## config.mk

```make
export PLATFORM = sky130hd
export DESIGN_NAME = rr_req_gnt_arbiter
export DESIGN_NICKNAME = d
export VERILOG_FILES = /design/src/rtl/rr_req_gnt_arbiter.sv
export SDC_FILE = /design/constraint.sdc
export NUM_CORES = 1
export LEC_CHECK = 0
export CORE_MARGIN = 3
export CORE_UTILIZATION = 35
export CTS_BUF_LIST = sky130_fd_sc_hd__clkbuf_4 sky130_fd_sc_hd__clkbuf_8
export DETAILED_ROUTE_END_ITERATION = 8
export DONT_BUFFER_PORTS = 1
export GPL_TIMING_DRIVEN = 0
export SLEW_MARGIN = 25
export SYNTH_ARGS = -nofsm -noshare
export SYNTH_HDL_FRONTEND = slang
export SYNTH_SLANG_ARGS = --single-unit
```

## constraint.sdc

```tcl
create_clock -name clk -period 4.5 [get_ports clk]
set_input_delay 0.225 -clock clk [delete_from_list [all_inputs] [get_ports clk]]
set_output_delay 0.225 -clock clk [all_outputs]
set_load 0.1 [all_outputs]
```

## src/rtl/rr_req_gnt_arbiter.sv

```systemverilog
// rr_req_gnt_arbiter: N-channel round-robin req/gnt arbiter with grant latency, bounded hold and sticky starvation flags.
// Optional: define ARB_SVA_EN to compile in concurrent assertions; ports and behaviour are otherwise identical.
module rr_req_gnt_arbiter #(
  parameter int NUM_CH    = 4,
  parameter int GNT_LAT   = 1,
  parameter int MAX_HOLD  = 8,
  parameter int TO_CYCLES = 16
) (
  input  logic                      clk,
  input  logic                      reset,
  input  logic [NUM_CH-1:0]         req,
  input  logic                      err_clr,
  output logic [NUM_CH-1:0]         gnt,
  output logic                      gnt_vld,
  output logic [$clog2(NUM_CH)-1:0] gnt_id,
  output logic [NUM_CH-1:0]         timeout
);
  localparam int IW = $clog2(NUM_CH);
  localparam int LW = $clog2(GNT_LAT + 1);
  localparam int HW = $clog2(MAX_HOLD + 1);
  localparam int PW = $clog2(TO_CYCLES + 1);

  typedef enum logic [1:0] {IDLE, WAIT, GRANT} state_t;

  state_t            state_q;
  logic [IW-1:0]     ptr_q, own_q, win, idx, own_nxt;
  logic [LW-1:0]     lat_q;
  logic [HW-1:0]     hold_q;
  logic [NUM_CH-1:0] gnt_q, to_q, to_set, to_d;
  logic [PW-1:0]     pend_q [NUM_CH];
  logic [PW-1:0]     pend_d [NUM_CH];
  logic              release_own;

  // Round-robin pick: scan downward so the lowest offset from ptr wins.
  always_comb begin
    win = '0;
    idx = '0;
    for (int k = NUM_CH - 1; k >= 0; k--) begin
      idx = IW'((int'(ptr_q) + k) % NUM_CH);
      if (req[idx]) win = idx;
    end
  end

  assign own_nxt     = (own_q == IW'(NUM_CH - 1)) ? '0 : own_q + 1'b1;
  assign release_own = !req[own_q] || (hold_q == HW'(MAX_HOLD) && |(req & ~gnt_q));

  // Arbitration FSM; gnt is a register so it drops asynchronously on reset.
  always_ff @(posedge clk or posedge reset)
    if (reset) begin
      state_q <= IDLE;
      ptr_q   <= '0;
      own_q   <= '0;
      lat_q   <= '0;
      hold_q  <= '0;
      gnt_q   <= '0;
    end else
      case (state_q)
        IDLE:
          if (|req) begin
            own_q <= win;
            if (GNT_LAT == 1) begin
              state_q <= GRANT;
              gnt_q   <= NUM_CH'(1) << win;
              hold_q  <= HW'(1);
            end else begin
              state_q <= WAIT;
              lat_q   <= LW'(GNT_LAT - 1);
            end
          end
        WAIT:
          if (!req[own_q]) state_q <= IDLE;
          else if (lat_q == LW'(1)) begin
            state_q <= GRANT;
            gnt_q   <= NUM_CH'(1) << own_q;
            hold_q  <= HW'(1);
          end else lat_q <= lat_q - 1'b1;
        GRANT:
          if (release_own) begin
            state_q <= IDLE;
            gnt_q   <= '0;
            hold_q  <= '0;
            ptr_q   <= own_nxt;
          end else if (hold_q != HW'(MAX_HOLD)) hold_q <= hold_q + 1'b1;
        default: state_q <= IDLE;
      endcase

  // Per-channel pending counters; the flag sets only on the edge the count first reaches the limit.
  always_comb
    for (int i = 0; i < NUM_CH; i++) begin
      pend_d[i] = (req[i] && !gnt_q[i]) ? ((pend_q[i] == PW'(TO_CYCLES)) ? pend_q[i] : pend_q[i] + 1'b1) : '0;
      to_set[i] = req[i] && !gnt_q[i] && pend_q[i] == PW'(TO_CYCLES - 1);
    end

  assign to_d = (to_q & ~{NUM_CH{err_clr}}) | to_set;

  // Starvation state; a new set beats err_clr on the same edge.
  always_ff @(posedge clk or posedge reset)
    if (reset) begin
      pend_q <= '{default: '0};
      to_q   <= '0;
    end else begin
      pend_q <= pend_d;
      to_q   <= to_d;
    end

  assign gnt     = gnt_q;
  assign gnt_vld = |gnt_q;
  assign gnt_id  = gnt_vld ? own_q : '0;
  assign timeout = to_q;

`ifdef ARB_SVA_EN
  a_onehot: assert property (@(posedge clk) disable iff (reset) $onehot0(gnt))
    else $error("gnt not one-hot-or-zero: %b", gnt);
  a_gap: assert property (@(posedge clk) disable iff (reset) $fell(gnt_vld) && $past(state_q) == GRANT |=> !gnt_vld)
    else $error("ch %0d: grant resumed without idle gap", gnt_id);
  for (genvar i = 0; i < NUM_CH; i++) begin : g_sva
    a_req: assert property (@(posedge clk) disable iff (reset) gnt[i] |-> $past(req[i]))
      else $error("ch %0d: granted without request", i);
    a_starve: assert property (@(posedge clk) disable iff (reset) req[i] && !gnt[i] |-> ##[1:TO_CYCLES] (gnt[i] || !req[i]))
      else $error("ch %0d: starved beyond TO_CYCLES", i);
  end
`endif
endmodule
```

== Word-level counts from Yosys, hierarchy flattened ==
Cells that the tools add are included.

* Bits in registers: 39
* Bits of input ports: 7
* Output and inout port bits: 11
* Word-level logic and storage cells: 123

* $add $sub $neg: 10
* $lt $le $gt $ge: 5
* Eq/ne operators: 23
* Shift-type cells: 2
* Multiplexer cells: 41
* Bitwise operators: 5
* Reduce and logical (&&, ||, !) cells: 26

{| class="wikitable"
|+ Operator list
! operator !! count
|-
| 5-bit two-way mux || 8
|-
| 4-bit two-way mux || 9
|-
| 4-bit one-hot mux with 3 select lines || 2
|-
| 5-bit by 1-bit adder with 5-bit output, second input constant || 4
|-
| 5-bit by 4-bit == test with 1-bit output, second input constant || 4
|-
| 5-bit == test, second input constant || 4
|-
| 2-bit two-way mux || 10
|-
| 2-bit != test, second input constant || 8
|-
| 2-bit by 3-bit < comparator with 1-bit output, second input constant || 5
|-
| 4-bit OR reduction || 3
|-
| 1-bit binary-select mux with 2-bit select || 5
|-
| 5-bit AND reduction || 2
|-
| 1-bit logical AND || 9
|-
| 4-bit bitwise AND || 2
|-
| 4-bit NOT || 2
|-
| 1-bit by 2-bit left shift with 4-bit output, first input constant || 2
|-
| 1-bit two-way mux || 6
|-
| 3-bit != test, second input constant || 2
|-
| 2-bit one-hot mux with 3 select lines || 1
|-
| 2-bit AND reduction || 3
|-
| 1-bit logical NOT || 5
|-
| 2-bit by 1-bit adder with 2-bit output, second input constant || 2
|-
| 2-bit adder, second input constant || 2
|-
| 4-bit by 1-bit adder with 4-bit output, second input constant || 1
|-
| other kinds (10) || 11
|}

== Logic depth before layout (Yosys ltp) ==
Gate-level depths: netlist of run 1.

* Word-level depth: 10
* Gate-level depth with buffers: 6

== Worst setup path before layout of run 1 ==
OpenSTA, ideal clock, no wires.

* Path kind: register to output
* Start point: register gnt_q[0], in the netlist gnt[0]
* End point: output port gnt_id[0]
* Arrival time: 2513 ps
* Required time: 4275 ps
* Path slack: 1762 ps
* Cell stages (with the launch flop): 3
* Path buffers: 0
* Cells stage by stage: dfrtp_1 -> nor4_1 -> nor2b_1

* Longest elaborated chain between the ends: 2

{| class="wikitable"
|+ Ends and longest elaborated chain
! item !! line !! source
|-
| start: declaration || 29 || <nowiki>logic [NUM_CH-1:0] gnt_q, to_q, to_set, to_d;</nowiki>
|-
| start signal: assignment || 63 || <nowiki>gnt_q <= NUM_CH'(1) << win;</nowiki>
|-
| start signal: assignment || 74 || <nowiki>gnt_q <= NUM_CH'(1) << own_q;</nowiki>
|-
| 4-bit OR reduction || 107 || <nowiki>assign gnt_vld = |gnt_q;</nowiki>
|-
| 2-bit two-way mux || 108 || <nowiki>assign gnt_id = gnt_vld ? own_q : '0;</nowiki>
|-
| end: declaration || 15 || <nowiki>output logic [$clog2(NUM_CH)-1:0] gnt_id,</nowiki>
|}

No other way between the ends.

== Final worst setup path of run 1 ==
* Start point: register gnt_q[1], in the netlist gnt[1]
* End point: output port gnt_id[0]

The elaborated chain is that of the path after synthesis.

==> results of run 1 <==
[cell usage in the layout, fill, tap and decap left out, types with 2 or more instances in the layout]
cell type   n
dfrtp_1    37
inv_1      33
nor2_1     18
ha_1       15
nor3_1     10
xnor2_1     8
a21oi_1     8
nand3_1     7
nand2b_1    6
nand2_1     6
mux2i_1     6
xor2_1      6
o22ai_1     5
clkbuf_8    5
buf_2       4
and3_1      4
nor4_1      2
buf_6       2
mux2_2      2
o21ai_0     2
mux2_4      2
nand4_1     2
o32ai_1     2
nor2b_2     2
a32o_1      2
[path summary, 6_finish.rpt]
path,start,endpoint,slack (ns),cells past startpoint
min in group asynchronous,reset,timeout[1]$_DFF_PP0_,0.30,2
worst max-delay path,gnt[1]$_DFFE_PP0P_,gnt_id[0],1.84,2
max in group asynchronous,reset,hold_q[2]$_DFFE_PP0P_,3.78,3
worst min-delay path,err_clr,timeout[3]$_DFF_PP0_,0.04,1
worst max register to register,gnt[1]$_DFFE_PP0P_,ptr_q[0]$_DFFE_PP0P_,2.23,5
worst min register to register,pend_q[3]$_DFFE_PP0P_,pend_q[3]$_DFFE_PP0P_,0.57,2
[state kept, by name, indices dropped and copies added (netlist names)]
| register | flops |
|---|---|
| gnt | 4 |
| hold_q | 4 |
| own_q | 2 |
| pend_q | 20 |
| ptr_q | 2 |
| state_q | 1 |
| timeout | 4 |
[kinds of logic (layout without fill, tap and decap cells)]
logic type / count (synthesis) / in the layout / share of synthesized area, %
simple gates: 64 / 64 / 16.0
mux: 10 / 10 / 5.38
xor+xnor: 14 / 14 / 5.86
buf+inv: 41 / 50 / 8.31
compound gates: 30 / 30 / 11.2
fa+ha+maj: 15 / 15 / 8.97
flops: 37 / 37 / 44.3
[stage by stage]
| stage | instance area (um2) | util, % |
|---|---|---|
| floorplan | 2090 | - |
| global placement | 2180 | 38.7 |
| detailed placement | 2210 | 39.1 |
| CTS | 2320 | 41.1 |
| global route | 2320 | 41.1 |
| finish | 2320 | 41.1 |
[cell type report]
class                      count  area share, %
buffer                         7           1.99
clock buffer                   5           2.96
clock inverter                 2           1.51
inverter                      34           5.50
multi-input combinational    133           43.0
sequential                    37           39.9
tap                           72           3.88
timing repair buffer           2           1.29
[power groups by stage]
stage,Combinational (uW),Sequential (uW),Clock (uW)
finish,571,588,271
global route,634,599,298
CTS,576,587,282
detailed placement,573,593,0
global placement,559,593,0
floorplan,491,568,0
[repair_timing]
action,4_1_cts,5_1_grt
hold endpoints to repair,22,0
hold buffers,1,0
setup endpoints to repair,0,0
[routing by layer]
layer / GRT usage [%] / up-vias
li1: - / 731
met1: 15.8 / 694
met2: 17.3 / 31
met3: 3.67 / 2
met4: 4.31 / 0
met5: 0 / -
==> results.sh, run 1 <==
export IMPL_syn2layout_area_growth_pct=10.9
export IMPL_crit_buf_inv=0
export IMPL_combPwrFrac_pct=39.9
export IMPL_cp_end_kind="primary output"
export IMPL_tns_ns=0
export IMPL_hold_path_class="input pin to register"
export IMPL_clk_path_buf_depth=2
export IMPL_synth_area_um2=2090
export IMPL_cpLargestDelayFamily="simple AND/OR/NAND/NOR gates"
export IMPL_p_int_uw=774
export IMPL_ant_nets=0
export IMPL_wl_per_cell_um=12.9
export IMPL_core_area_um2=5640
export IMPL_fillers=557
export IMPL_stdcell_count=292
export IMPL_n_antenna_cell=0
export IMPL_wl_met2_mm=1.64
export IMPL_synthDistinctLibCells=42
export IMPL_numCtsBuffers=5
export IMPL_pwr_share_clk_pct=19.0
export IMPL_grt_pass1_wl_mm=6.68
export IMPL_grt_overflow=0
export IMPL_netlist_top_cells_count="37 x dfrtp_1, 34 x inv_1, 18 x nor2_1, 15 x ha_1, 10 x nor3_1"
export IMPL_met3WireLength_um=196
export IMPL_worstPathArrival_ns=2.44
export IMPL_routed_wl_mm=3.78
export IMPL_cp_slowest_stage_delay_ns=1.03
export IMPL_synth_avg_cell_area_um2=9.91
export IMPL_power_density_nw_per_um2=616
export IMPL_tightest_slew_ns=1.05
export IMPL_grtUsageTotal_pct=11.6
export IMPL_timing_hold_ws_ns=0.0380
export IMPL_cts_tree="done"
export IMPL_viasPerCell=4.99
export IMPL_max_freq_ghz=0.376
export IMPL_maxCapViolCount=0
export IMPL_grt_max_degree=30
export IMPL_gp_congestion=0.833
export IMPL_synth_edf_count=0
export IMPL_layout_drive_gt1_share_pct=11.8
export IMPL_design_power_total_uw=1430
export IMPL_finalHoldViolCount=0
export IMPL_wl_met1_mm=1.92
export IMPL_post_route_period_util_pct=59.2
export IMPL_clock_latency_ns=0.28
export IMPL_syn_nets=233
export IMPL_yosys_cell_count_top_type="dfrtp_1"
export IMPL_cts_resized=0
export IMPL_grt_pass1_vias=1470
export IMPL_vdd_drop_max_mv=0.609
export IMPL_setup_viol=0
export IMPL_synthCells=211
export IMPL_top_layer="met4"
export IMPL_synth_top_cell_by_area="dfrtp_1"
export IMPL_critical_path_class="register to primary output"
export IMPL_yosysWarnings=0
export IMPL_cp_slowest_cell="dfrtp_1"
export IMPL_cts_htree_levels=2
export IMPL_root_buffer="clkbuf_8"
export IMPL_ys_top_cells_by_area="dfrtp_1 44%, ha_1 9.0%, inv_1 6.1%"
export IMPL_critical_path_startpoint_type="register"
export IMPL_leakage_uw=0.00103
export IMPL_rsz0062_at_grt="no"
export IMPL_final_nets=242
export IMPL_p_seq_share_pct=41.1
export IMPL_ys_seq_elements=37
export IMPL_fin_ws_ns=1.84
export IMPL_clock_sink_count=37
export IMPL_drc=0
export IMPL_final_max_slew_violation_count=0
export IMPL_synth_flop_cell="dfrtp_1"
export IMPL_sw_frac_of_total_pct=45.9
export IMPL_dieArea_um2=6940
export IMPL_multi_input_area_um2=997
export IMPL_power_switching_uw=656
export IMPL_die_w_um=83.3
export IMPL_synth_sequential_area_ratio_pct=44.3
export IMPL_drt_pass1_iterations=4
export IMPL_die_y_um=83.3
export IMPL_synth_top_area_share_pct=44.3
export IMPL_start_util_pct=37.1
export IMPL_path_clk_slew_ns=0.07
export IMPL_cp_required_ns=4.28
export IMPL_seqCellArea_um2=926
export IMPL_drtIter0Drc=58
export IMPL_relSlewSlack_pct=29.4
export IMPL_ys_async_sr_fraction_pct=100
export IMPL_vias=1458
export IMPL_outcome="finished clean"
export IMPL_std_cell_rows=27
export IMPL_io_buffers=0
export IMPL_antenna_found_initial=0
export IMPL_post_cts_buffers=0
export IMPL_place_ws_ns=2.14
export IMPL_io_pins=18
export IMPL_min_period_ns=2.66
export IMPL_hpwl_mm=2.77
export IMPL_place_inst=284
export IMPL_path_cells="nor4_1 -> nor2b_2"
export IMPL_crit_fanout=4
export IMPL_fin_worst_skew_ns=0.00756
No activity file was read; power rests on OpenSTA's default activity.
==> run 2, diff against run 1 <==
==> constraint.sdc (replaced) <==
create_clock -name clk -period 2.2 [get_ports clk]
set_input_delay 0.11 -clock clk [delete_from_list [all_inputs] [get_ports clk]]
set_output_delay 0.11 -clock clk [all_outputs]
set_load 0.1 [all_outputs]
==> run 2 against run 1 <==
  * Sequential share of layout area down 0.78 points
  * Non-clock buffer count grew 3
  * Die area did not move
  * Via count up 1.5%
  * Critical path type unchanged
==> results.sh, run 2 (synthesis gave the netlist of run 1 again) <==
export IMPL_rr_startpoint="gnt[3]$_DFFE_PP0P_"
export IMPL_maxCapViolCount=0
export IMPL_n_antenna_cell=0
export IMPL_cp_startpoint="gnt[2]$_DFFE_PP0P_"
export IMPL_power_density_nw_per_um2=1280
export IMPL_grtUsageTotal_pct=11.9
export IMPL_crit_fanout=4
export IMPL_cts_tree="done"
export IMPL_grt_max_degree=30
export IMPL_routed_wl_mm=3.87
export IMPL_relSlewSlack_pct=40.1
export IMPL_io_pins=18
export IMPL_clk_path_buf_depth=2
export IMPL_cp_required_ns=2.09
export IMPL_std_cell_rows=27
export IMPL_hpwl_mm=2.77
export IMPL_largest_reg_flops=20
export IMPL_rsz0062_at_grt="no"
export IMPL_tns_ns=0
export IMPL_clock_sink_count=37
export IMPL_numCtsBuffers=5
export IMPL_die_w_um=83.3
export IMPL_io_buffers=0
export IMPL_path_clk_slew_ns=0.07
export IMPL_start_util_pct=37.1
export IMPL_max_freq_ghz=0.490
export IMPL_worstPathArrival_ns=1.93
export IMPL_drc=0
export IMPL_antenna_found_initial=0
export IMPL_setup_viol=0
export IMPL_root_buffer="clkbuf_8"
export IMPL_worstReg2RegEnd="ptr_q[0]$_DFFE_PP0P_"
export IMPL_syn2layout_area_growth_pct=13.8
export IMPL_gp_congestion=0.833
export IMPL_final_max_slew_violation_count=0
export IMPL_drtIter0Drc=50
export IMPL_critical_path_startpoint_type="register"
export IMPL_cp_end_kind="primary output"
export IMPL_die_y_um=83.3
export IMPL_design_power_total_uw=3060
export IMPL_cts_htree_levels=2
export IMPL_wl_per_cell_um=13.1
export IMPL_viasPerCell=5.02
export IMPL_leakage_uw=0.00104
export IMPL_r2r_cells=5
export IMPL_layout_drive_gt1_share_pct=15.2
export IMPL_timing_hold_ws_ns=0.152
export IMPL_crit_path_end="gnt_id[0]"
export IMPL_grt_pass1_vias=1469
export IMPL_hold_path_class="input pin to register"
export IMPL_vias=1480
export IMPL_core_area_um2=5640
export IMPL_drt_pass1_iterations=4
export IMPL_vdd_drop_max_mv=1.31
export IMPL_grt_overflow=0
export IMPL_final_nets=245
export IMPL_top_register="pend_q"
export IMPL_hold_start="req[2]"
export IMPL_r2r_setup_slack_ns=0.24
export IMPL_post_route_cell_area_um2=2380
export IMPL_utilization_pct=42.2
export IMPL_post_dp_cell_area_um2=2210
export IMPL_final_common_cell="dfrtp_1"
export IMPL_dieArea_um2=6940
export IMPL_finalHoldViolCount=0
export IMPL_clock_latency_ns=0.28
export IMPL_post_route_period_util_pct=92.7
export IMPL_layout_common_cells="33 x dfrtp_1, 32 x inv_1, 18 x nor2_1"
export IMPL_outcome="finished clean"
export IMPL_ant_nets=0
export IMPL_grt_pass1_wl_mm=6.79
export IMPL_fin_worst_skew_ns=0.00751
export IMPL_critical_path_class="register to primary output"
export IMPL_min_period_ns=2.04
export IMPL_tightest_slew_ns=0.899
export IMPL_whs_path_depth=3
==> run 2: cell types whose count changed in the layout (fill, tap and decap cells not counted), moves of 2 or more <==
cell     previous run  this run
nor2b_2             2         0
nor2b_4             0         2
buf_4               0         2
dfrtp_1            37        33
dfrtp_2             0         4
==> run 2: worst max-delay path, stage by stage, from the launching register on <==
cell and delay [ns]:
dfrtp_2 0.73, nor4_4 0.10, buf_4 0.18, buf_4 0.14, nor2b_4 0.50
==> run 2: worst min-delay path by stage <==
stage,to,slack (ns)
floorplan,timeout[2]$_DFF_PP0_,0.21
global placement,timeout[2]$_DFF_PP0_,0.21
detailed placement,timeout[1]$_DFF_PP0_,-0.07
CTS,pend_q[9]$_DFFE_PP0P_,0.14
global route,pend_q[9]$_DFFE_PP0P_,0.16
finish,pend_q[9]$_DFFE_PP0P_,0.15
==> run 2: power by group <==
group / internal, uW / switching [uW] / leakage (uW) / total (uW)
Sequential: 834 / 388 / 0.000486 / 1220
Combinational: 502 / 778 / 0.000504 / 1280
Clock: 329 / 227 / 0.0000540 / 556
==> run 2: what timing repair did <==
action                                  CTS  global route
pin swaps                                 1             1
resized for setup                         9             0
setup buffers                             0             2
hold endpoints to repair                 41             0
hold buffers                              2             0
endpoints found under the setup margin    6             1
==> run 2: through the flow <==
stage                     setup slack [ns]  std cells
after floorplan                     -0.423        211
after global placement              -0.539        283
after detailed placement           -0.0725        284
after CTS                          0.00669        293
after global routing                 0.112        295
final                                0.160        295
==> run 2: metal layers <==
| layer | routed length [um] | GRT usage, % | up-vias |
|---|---|---|---|
| met4 | 39 | 4.16 | 0 |
| met3 | 229 | 3.87 | 6 |
| met2 | 1710 | 17.9 | 30 |
| li1 | - | - | 735 |
| met5 | 0 | 0 | - |
| met1 | 1890 | 15.9 | 709 |
==> run 2: layout make-up <==
type | instances | area (um2)
Tap cell | 72 | 90.1
Multi-Input combinational cell | 133 | 1020
Inverter | 34 | 131
Clock buffer | 5 | 68.8
Fill cell | 552 | 3260
Clock inverter | 2 | 35.0
Buffer | 7 | 46.3
Sequential cell | 37 | 931
Timing Repair Buffer | 5 | 55.1
==> run 3, diff against run 2 <==
--- a/config.mk
+++ b/config.mk
@@ -10,7 +10,10 @@
 export CTS_BUF_LIST = sky130_fd_sc_hd__clkbuf_4 sky130_fd_sc_hd__clkbuf_8
 export DETAILED_ROUTE_END_ITERATION = 8
 export DONT_BUFFER_PORTS = 1
+export GPL_ROUTABILITY_DRIVEN = 0
 export GPL_TIMING_DRIVEN = 0
+export HOLD_SLACK_MARGIN = 0.12
+export REMOVE_ABC_BUFFERS = 1
 export SLEW_MARGIN = 25
 export SYNTH_ARGS = -nofsm -noshare
 export SYNTH_HDL_FRONTEND = slang
==> run 3 against run 2 <==
  * First-iteration DRC count shrank 22%
  * Fmax shrank 3.4%
  * Design area down 3.5%
  * Non-clock buffer count fell by 9
  * Clock-buffer cell count is the same
  * Largest power group is now sequential cells
==> results.sh, run 3 (synthesis gave the netlist of run 1 again) <==
export IMPL_relSlewSlack_pct=40.0
export IMPL_start_util_pct=37.1
export IMPL_seqCellArea_um2=931
export IMPL_timing_hold_ws_ns=0.168
export IMPL_vias=1445
export IMPL_r2r_cells=4
export IMPL_rr_startpoint="gnt[3]$_DFFE_PP0P_"
export IMPL_numCtsBuffers=5
export IMPL_root_buffer="clkbuf_8"
export IMPL_final_max_slew_violation_count=0
export IMPL_setup_viol=0
export IMPL_final_nets=236
export IMPL_rsz0062_at_grt="no"
export IMPL_drt_pass1_iterations=4
export IMPL_maxCapViolCount=0
export IMPL_cp_required_ns=2.09
export IMPL_die_y_um=83.3
export IMPL_crit_fanout=4
export IMPL_grt_pass1_vias=1404
export IMPL_cp_startpoint="gnt[0]$_DFFE_PP0P_"
export IMPL_dieArea_um2=6940
export IMPL_viasPerCell=5.03
export IMPL_grtUsageTotal_pct=12.3
export IMPL_crit_path_end="gnt_vld"
export IMPL_finalHoldViolCount=0
export IMPL_io_buffers=0
export IMPL_grt_max_degree=29
export IMPL_clk_path_buf_depth=2
export IMPL_syn2layout_area_growth_pct=9.81
export IMPL_hpwl_mm=2.79
export IMPL_fin_worst_skew_ns=0.00333
export IMPL_clock_sink_count=37
export IMPL_layout_drive_gt1_share_pct=12.1
export IMPL_power_density_nw_per_um2=1250
export IMPL_n_antenna_cell=0
export IMPL_max_freq_ghz=0.474
export IMPL_path_cells="nor4_4 -> inv_1"
export IMPL_leakage_uw=0.00100
export IMPL_cp_slowest_stage_delay_ns=0.63
export IMPL_fillers=550
export IMPL_min_period_ns=2.11
export IMPL_cts_tree="done"
export IMPL_path_clk_slew_ns=0.07
export IMPL_r2r_setup_slack_ns=0.11
export IMPL_grt_pass1_wl_mm=6.80
export IMPL_core_area_um2=5640
export IMPL_place_inst=277
export IMPL_die_w_um=83.3
export IMPL_ant_nets=0
export IMPL_largest_reg_flops=20
export IMPL_wl_per_cell_um=14.0
export IMPL_cts_htree_levels=2
export IMPL_worstReg2RegEnd="ptr_q[1]$_DFFE_PP0P_"
export IMPL_grt_overflow=0
export IMPL_top_register="pend_q"
export IMPL_post_route_period_util_pct=96.0
export IMPL_tightest_slew_ns=0.901
export IMPL_cp_end_kind="primary output"
export IMPL_drtIter0Drc=39
export IMPL_critical_path_class="register to primary output"
export IMPL_outcome="finished clean"
export IMPL_io_pins=18
export IMPL_drc=0
export IMPL_routed_wl_mm=4.02
export IMPL_stdcell_count=287
export IMPL_std_cell_rows=27
export IMPL_hold_path_class="input pin to register"
export IMPL_cp_slowest_cell="dfrtp_2"
export IMPL_antenna_found_initial=0
export IMPL_critical_path_startpoint_type="register"
export IMPL_worstPathArrival_ns=2.00
export IMPL_vdd_drop_max_mv=1.31
export IMPL_layout_common_cells="33 x inv_1, 33 x dfrtp_1, 18 x nor2_1"
export IMPL_clock_latency_ns=0.29
export IMPL_multi_input_area_um2=1020
run 3: final cells by class:
type	instances	share of cell area, %
clock inverter	3	0.763
timing repair buffer	3	1.74
multi-input combinational	133	44.5
inverter	34	5.56
clock buffer	5	3.00
sequential	37	40.5
tap	72	3.92
run 3: layer usage:
layer	routed length, um	track usage, %	up-vias	part of all wire, %
met4	63	5.35	0	1.6
met1	1910	16.2	698	48
li1	-	-	721	-
met3	135	3.87	4	3.4
met2	1910	18.5	22	47
met5	0	0	-	0
run 3: worst max-delay path, delay by kind of cell (launching register included):
family	cells	cell delay, ns
flip-flops	1	0.63
buffers and inverters	1	0.52
AND/OR/NAND/NOR	1	0.56
run 3: stage by stage:
step / power, uW / setup slack, ns / utilization, % / TNS [ns] / instance area (um2)
2_1_floorplan: 2120 / -0.423 / - / -0.846 / 2050
3_3_place_gp: 2290 / -0.572 / 37.9 / -1.60 / 2140
3_5_place_dp: 2340 / -0.168 / 38.3 / -1.07 / 2160
4_1_cts: 2890 / 0.0716 / 40.7 / 0 / 2300
5_1_grt: 3050 / 0.0354 / 40.7 / 0 / 2300
6_report: 2870 / 0.0886 / 40.7 / 0 / 2300
run 3: report_power, final:
part / total, uW / internal, uW / switching (uW)
Combinational: 1130 / 415 / 714
Sequential: 1260 / 833 / 432
Clock: 474 / 219 / 255
run 3: how the worst min path moves through the flow:
stage	startpoint	to	slack, ns	cells past startpoint
finish	req[3]	gnt[0]$_DFFE_PP0P_	0.17	3
global route	req[3]	gnt[0]$_DFFE_PP0P_	0.18	3
CTS	req[2]	gnt[0]$_DFFE_PP0P_	0.15	3
detailed placement	reset	timeout[1]$_DFF_PP0_	-0.07	1
global placement	err_clr	timeout[2]$_DFF_PP0_	0.21	1
floorplan	err_clr	timeout[2]$_DFF_PP0_	0.21	1
run 3: timing repair:
item | CTS | global route
hold buffers | 2 | 0
hold endpoints to repair | 41 | 0
setup buffers | 0 | 0
setup endpoints to repair | 13 | 0
gates resized for setup | 8 | 0
